===== config.mk =====
export PLATFORM = sky130hd
export DESIGN_NAME = uart_event_parser
export DESIGN_NICKNAME = d
export VERILOG_FILES = /design/src/rtl/dvs_pkg.sv /design/src/rtl/event_fifo.sv /design/src/rtl/uart_event_parser.sv
export SDC_FILE = /design/constraint.sdc
export NUM_CORES = 1
export LEC_CHECK = 0
export CAP_MARGIN = 15
export CORE_AREA = 2 2 125 96
export CTS_CLUSTER_DIAMETER = 50
export DETAILED_ROUTE_END_ITERATION = 7
export DIE_AREA = 0 0 127 98
export HOLD_SLACK_MARGIN = 0.06
export PLACE_DENSITY_LB_ADDON = 0.05
export REMOVE_ABC_BUFFERS = 1
export SLEW_MARGIN = 20
export SYNTH_ARGS = -nofsm -noshare
export SYNTH_HDL_FRONTEND = slang
export SYNTH_SLANG_ARGS = --single-unit

===== constraint.sdc =====
create_clock -name clk -period 3.5 [get_ports clk]
set_clock_uncertainty 0.15 [all_clocks]
set_input_delay 0.7 -clock clk [delete_from_list [all_inputs] [get_ports clk]]
set_output_delay 0.7 -clock clk [all_outputs]
set_load 0.1 [all_outputs]

===== src/rtl/dvs_pkg.sv =====
// Shared types and constants for the DVS event deframer.
package dvs_pkg;

    localparam logic [7:0] SYNC_BYTE = 8'hA5;

    typedef struct packed {
        logic [6:0] x;
        logic [6:0] y;
        logic       pol;
    } dvs_event_t;

    typedef enum logic [2:0] {
        HUNT    = 3'd0,
        GET_X   = 3'd1,
        GET_Y   = 3'd2,
        GET_P   = 3'd3,
        GET_CHK = 3'd4
    } parser_state_e;

    // A packet is good when the checksum matches and every reserved bit is clear.
    function automatic logic packet_ok(input logic [7:0] x,
                                       input logic [7:0] y,
                                       input logic [7:0] p,
                                       input logic [7:0] chk);
        return (chk == (x ^ y ^ p)) && !x[7] && !y[7] && (p[7:1] == 7'd0);
    endfunction

endpackage


===== src/rtl/event_fifo.sv =====
// Show-ahead event buffer; the head entry is visible on pop_data whenever
// empty is low, and reads as zero when empty so the outputs are clean.
module event_fifo
    import dvs_pkg::*;
#(
    parameter int DEPTH = 4
) (
    input  logic       clk,
    input  logic       rst_n,
    input  logic       push,
    input  dvs_event_t push_data,
    output logic       full,
    input  logic       pop,
    output dvs_event_t pop_data,
    output logic       empty
);

    localparam int AW = (DEPTH > 1) ? $clog2(DEPTH) : 1;

    dvs_event_t    mem [DEPTH];
    logic [AW:0]   wr_ptr;
    logic [AW:0]   rd_ptr;
    logic          do_push;
    logic          do_pop;

    // Extra pointer bit distinguishes full from empty when the indices match.
    assign empty    = (wr_ptr == rd_ptr);
    assign full     = (wr_ptr[AW-1:0] == rd_ptr[AW-1:0]) && (wr_ptr[AW] != rd_ptr[AW]);
    assign do_pop   = pop && !empty;
    // A pop in the same cycle frees the slot, so a push while full still lands.
    assign do_push  = push && (!full || do_pop);
    assign pop_data = empty ? '0 : mem[rd_ptr[AW-1:0]];

    // Pointer update.
    always_ff @(posedge clk or negedge rst_n) begin
        if (!rst_n) begin
            wr_ptr <= '0;
            rd_ptr <= '0;
        end else begin
            if (do_push) wr_ptr <= wr_ptr + 1'b1;
            if (do_pop)  rd_ptr <= rd_ptr + 1'b1;
        end
    end

    // Storage write; contents are don't-care until the pointers cover them.
    always_ff @(posedge clk) begin
        if (do_push) mem[wr_ptr[AW-1:0]] <= push_data;
    end

endmodule


===== src/rtl/uart_event_parser.sv =====
// Deframes 5-byte DVS packets from the UART byte stream and buffers the
// decoded events; errors and drops are pulsed and counted, never stalled.
//
// state   | meaning
// HUNT    | waiting for the 0xA5 sync byte, other bytes ignored
// GET_X   | expecting the X byte
// GET_Y   | expecting the Y byte
// GET_P   | expecting the polarity byte
// GET_CHK | expecting the checksum; validate and push or flag error
module uart_event_parser
    import dvs_pkg::*;
#(
    parameter int FIFO_DEPTH   = 4,
    parameter int TIMEOUT_CLKS = 4160
) (
    input  logic        clk,
    input  logic        rst_n,
    input  logic [7:0]  in_data,
    input  logic        in_valid,
    output logic [6:0]  ev_x,
    output logic [6:0]  ev_y,
    output logic        ev_pol,
    output logic        ev_valid,
    input  logic        ev_ready,
    output logic        pkt_err,
    output logic        ev_drop,
    output logic [15:0] err_cnt,
    output logic [15:0] drop_cnt
);

    localparam int             TW      = (TIMEOUT_CLKS > 1) ? $clog2(TIMEOUT_CLKS) : 1;
    localparam logic [TW-1:0]  TO_LAST = TW'(TIMEOUT_CLKS - 1);

    parser_state_e state;
    parser_state_e next_state;
    logic [7:0]    x_byte;
    logic [7:0]    y_byte;
    logic [7:0]    p_byte;
    logic [TW-1:0] idle_cnt;
    logic          timeout_hit;
    logic          push_ev;
    logic          err_set;
    logic          drop_set;
    logic          fifo_full;
    logic          fifo_empty;
    logic          pop_ev;
    dvs_event_t    push_data;
    dvs_event_t    head;

    // A byte on the terminal idle cycle takes priority over the timeout.
    assign timeout_hit = (state != HUNT) && !in_valid && (idle_cnt == TO_LAST);
    assign pop_ev      = !fifo_empty && ev_ready;
    assign drop_set    = push_ev && fifo_full && !pop_ev;
    assign push_data   = '{x: x_byte[6:0], y: y_byte[6:0], pol: p_byte[0]};

    // State register.
    always_ff @(posedge clk or negedge rst_n) begin
        if (!rst_n) state <= HUNT;
        else        state <= next_state;
    end

    // Next-state decode, packet validation and error detection.
    always_comb begin
        next_state = state;
        push_ev    = 1'b0;
        err_set    = 1'b0;
        case (state)
            HUNT: begin
                if (in_valid && (in_data == SYNC_BYTE)) next_state = GET_X;
            end
            GET_X: begin
                if (in_valid) next_state = GET_Y;
                else if (timeout_hit) begin
                    next_state = HUNT;
                    err_set    = 1'b1;
                end
            end
            GET_Y: begin
                if (in_valid) next_state = GET_P;
                else if (timeout_hit) begin
                    next_state = HUNT;
                    err_set    = 1'b1;
                end
            end
            GET_P: begin
                if (in_valid) next_state = GET_CHK;
                else if (timeout_hit) begin
                    next_state = HUNT;
                    err_set    = 1'b1;
                end
            end
            GET_CHK: begin
                if (in_valid) begin
                    next_state = HUNT;
                    if (packet_ok(x_byte, y_byte, p_byte, in_data)) push_ev = 1'b1;
                    else                                            err_set = 1'b1;
                end else if (timeout_hit) begin
                    next_state = HUNT;
                    err_set    = 1'b1;
                end
            end
            default: next_state = HUNT;
        endcase
    end

    // Payload byte capture.
    always_ff @(posedge clk or negedge rst_n) begin
        if (!rst_n) begin
            x_byte <= '0;
            y_byte <= '0;
            p_byte <= '0;
        end else if (in_valid) begin
            if (state == GET_X) x_byte <= in_data;
            if (state == GET_Y) y_byte <= in_data;
            if (state == GET_P) p_byte <= in_data;
        end
    end

    // Inter-byte idle counter; cleared by any byte and held at zero in HUNT.
    always_ff @(posedge clk or negedge rst_n) begin
        if (!rst_n)                         idle_cnt <= '0;
        else if (state == HUNT || in_valid) idle_cnt <= '0;
        else if (idle_cnt != TO_LAST)       idle_cnt <= idle_cnt + 1'b1;
    end

    // Registered status pulses and their saturating counters.
    always_ff @(posedge clk or negedge rst_n) begin
        if (!rst_n) begin
            pkt_err  <= 1'b0;
            ev_drop  <= 1'b0;
            err_cnt  <= '0;
            drop_cnt <= '0;
        end else begin
            pkt_err <= err_set;
            ev_drop <= drop_set;
            if (err_set  && (err_cnt  != 16'hFFFF)) err_cnt  <= err_cnt  + 16'd1;
            if (drop_set && (drop_cnt != 16'hFFFF)) drop_cnt <= drop_cnt + 16'd1;
        end
    end

    event_fifo #(
        .DEPTH (FIFO_DEPTH)
    ) u_fifo (
        .clk       (clk),
        .rst_n     (rst_n),
        .push      (push_ev),
        .push_data (push_data),
        .full      (fifo_full),
        .pop       (pop_ev),
        .pop_data  (head),
        .empty     (fifo_empty)
    );

    assign ev_valid = !fifo_empty;
    assign ev_x     = head.x;
    assign ev_y     = head.y;
    assign ev_pol   = head.pol;

endmodule


==> impl_metrics.csv <==
group,metric,value,unit
outcome,outcome,"finished clean",
logic_synthesis,synth_seq_area_share,60.53,%
clock_tree,clock_path_buffers,2,
critical_path,worstPathCellList,"buf_4, mux4_2, nor2b_1, buf_12",
critical_path,crit_type,"reg2out",
logic_synthesis,yosys-top-cells-area,"dfrtp_1 (32%), edfxtp_1 (29%), xnor2_1 (5.6%)",
logic_synthesis,ys.flop_type,"dfrtp_1",
critical_path,worst_path_max_delay_cell,"dfrtp_1",
global_route,grt_pass1_wl,21.11,mm
critical_path,r2r_end,"err_cnt[8]",
floorplan,fp.dieH,98,um
logic_synthesis,post_synth.cell_area_avg,13.96,um^2
placed_design,place_hpwl,8.480,mm
global_route,grt.overflow.total,0,
clock_tree,post_cts_resize_count,0,
routing,first_pass_iters,4,
floorplan,design.portCount,62,
routing,wirelength,12.72,mm
floorplan,start_util,55.53,%
routing,avgViaCountPerCell,5.639,
cells_and_area,diodes,0,
routing,first_iter_violations,258,
routing,drcViolationCount,0,
power,p_leak,3.246,nW
global_route,grt_usage,22.27,%
placed_design,placedInstanceArea,7262,um^2
logic_synthesis,ys_types,49,
sta,final.min_clock_period,3.120,ns
logic_synthesis,syn-cell-area,6284,um^2
critical_path,cp_max_fo,13,
cells_and_area,area_growth,26.30,%
routing,wl_per_cell,18.35,um
hold_path,hp-class,"in2async",
floorplan,die_area,12450,um^2
routing,route.vias.total,3908,
cells_and_area,final_nets,556,
floorplan,rows,34,
global_route,met3_usage,4.548,%
power,ir_drop,0.5497,mV
clock_tree,cts_setup_buffers,0,
clock_tree,clock_latency,0.41,ns
logic_synthesis,synth-edff-count,60,
placed_design,gp_congestion,0.7856,
sta,slew_viol_final,0,
logic_synthesis,synth_warnings,0,
sta,layout_setup_ws,0.3800,ns
critical_path,endpoint_kind,"primary output",
placed_design,dp.cells,660,
sta,maxSlewHeadroom,68.00,%
sta,timing.final.hold_violations,0,
critical_path,worstRegToRegCells,8,
global_route,grt_start_max_net_pins,81,
logic_synthesis,yosysTopAreaCellShare,31.86,%
sta,finalSetupViolCount,0,
critical_path,worstPathRequired,2.65,ns
floorplan,coreArea,11320,um^2
global_route,grtUsageMet1,32.20,%
routing,ant_nets,0,
logic_synthesis,synthCells,450,
sta,rsz0062_at_grt,"no",
critical_path,path_buf_inv,2,
run,max_cap_violations,0,
cells_and_area,fillers,796,
sta,min_period_over_period,89.14,%
cells_and_area,drive_gt1_share,28.78,%
clock_tree,cts_hold_buf,0,
global_route,grt_use_met2,34.00,%
clock_tree,cts_buffers,17,
floorplan,die_w,127,um
critical_path,cp.arrival,2.27,ns
clock_tree,htree_levels,4,
logic_synthesis,async_flop_share,57.14,%
logic_synthesis,synth-seq-cells,140,
critical_path,rr_startpoint,"idle_cnt[0]",
clock_tree,cts.clk_slew.worst_paths,0.06,ns
cells_and_area,design_area,7936,um^2
clock_tree,cts_tree,"yes",
clock_tree,clockRootBuffer,"clkbuf_16",
global_route,antenna_found_initial,0,
clock_tree,numClockSinks,140,
critical_path,critical-path-max-stage-delay,0.58,ns
logic_synthesis,ys_top_cells_by_count,"dfrtp_1 (80), edfxtp_1 (60), xnor2_1 (40), mux2_2 (27), nor2_1 (25)",
global_route,first_global_vias,3961,
sta,fmax,320.5,MHz
power,power_density,884.3,nW/um^2
critical_path,crit_family,"flip-flops",
global_route,top_usage_layer,"met2",
sta,fin_tns_setup,0,ns
sta,tightestPinTransition,0.4782,ns
logic_synthesis,synth.most_common_cell,"dfrtp_1",
placed_design,portBuffers,61,
critical_path,reg2reg_slack,1.00,ns
placed_design,pre_cts_ws,0.2666,ns
logic_synthesis,yosysTopAreaCell,"dfrtp_1",
cells_and_area,final-instance-count-excl-fill,693,
critical_path,critPathLaunchType,"flip-flop",
-- power breakdown --
group	switching [W]	internal (W)	total, W
registers	0.000337	0.00202	0.00236
clock network	0.000682	0.00124	0.00192
logic	0.00164	0.00110	0.00274
-- final cells by class --
type                            count  area (um^2)  share of cell area (%)
Inverter                            6        22.52                  0.2838
Timing Repair Buffer               79        875.8                   11.04
Tap cell                          144        180.2                   2.270
Sequential cell                   140         3804                   47.93
Clock inverter                     10        150.1                   1.892
Multi-Input combinational cell    292         2407                   30.33
Clock buffer                       22        496.7                   6.259
-- how the worst max path moves through the flow --
stage,slack (ns),startpoint,depth (start not counted),end
6_report,0.38,u_fifo.rd_ptr[0],4,ev_x[5]
5_1_grt,0.27,u_fifo.rd_ptr[0],4,ev_x[5]
4_1_cts,0.35,u_fifo.rd_ptr[0],4,ev_x[5]
3_5_place_dp,0.27,in_data[3],8,u_fifo.mem[2][12]
3_3_place_gp,0.33,in_data[4],8,u_fifo.mem[2][8]
2_1_floorplan,-0.27,u_fifo.rd_ptr[0],5,u_fifo.rd_ptr[1]
-- layout by cell type (no fill, tap or decap), types with 2 or more instances in the layout --
master,count
dfrtp_1,80
inv_1,6
clkbuf_1,2
a21oi_1,7
edfxtp_1,60
and2_1,7
buf_12,19
mux4_2,15
clkdlybuf4s50_1,10
nor3_1,7
nand2_1,21
nor2b_1,18
clkinv_4,3
nor4_2,2
nor2_1,25
nand3_2,2
clkbuf_16,19
bufinv_16,3
xor2_1,23
nand4_1,10
ha_1,8
and4_1,3
buf_4,49
a211oi_1,3
o21ai_0,7
or3_1,5
mux2_2,27
nand3_1,21
nor4_4,2
or4_1,2
nor4_1,5
xnor2_1,40
and3_1,12
nor3b_2,2
-- cell families after synthesis --
logic type / after synthesis / synth area share, %
flip-flops: 140 / 60.53
XOR/XNOR: 63 / 8.781
AND/OR/NAND/NOR: 154 / 14.81
adder cells (fa/ha/maj): 8 / 1.593
AO/OA/AOI/OAI: 22 / 2.250
multiplexers: 45 / 10.79
buffers and inverters: 18 / 1.234
-- metrics by stage --
stage | hold WS, ns | total power (W) | utilization (%)
final | 0.06113 | 0.007018 | 70.13
after global routing | 0.07142 | 0.007301 | 70.13
after CTS | 0.3397 | 0.007070 | 69.89
after detailed placement | 0.3286 | 0.005119 | 64.18
after global placement | 0.3255 | 0.005065 | 64.18
after floorplan | 0.2544 | 0.004175 | -
-- state kept, by name (all words and copies together), names as in the netlist --
| signal | cells |
|---|---|
| u_fifo.mem | 60 |
| drop_cnt | 16 |
| err_cnt | 16 |
| idle_cnt | 13 |
| p_byte | 8 |
| x_byte | 8 |
| y_byte | 8 |
| state | 3 |
| u_fifo.rd_ptr | 3 |
| u_fifo.wr_ptr | 3 |
| ev_drop | 1 |
| pkt_err | 1 |
-- routing by layer --
metal	up-vias	part of all wire, %
li1	1811	-
met1	1972	47
met2	108	47
met3	17	4.5
met4	0	1.5
met5	-	0
Power figures use the tool's default switching activity.
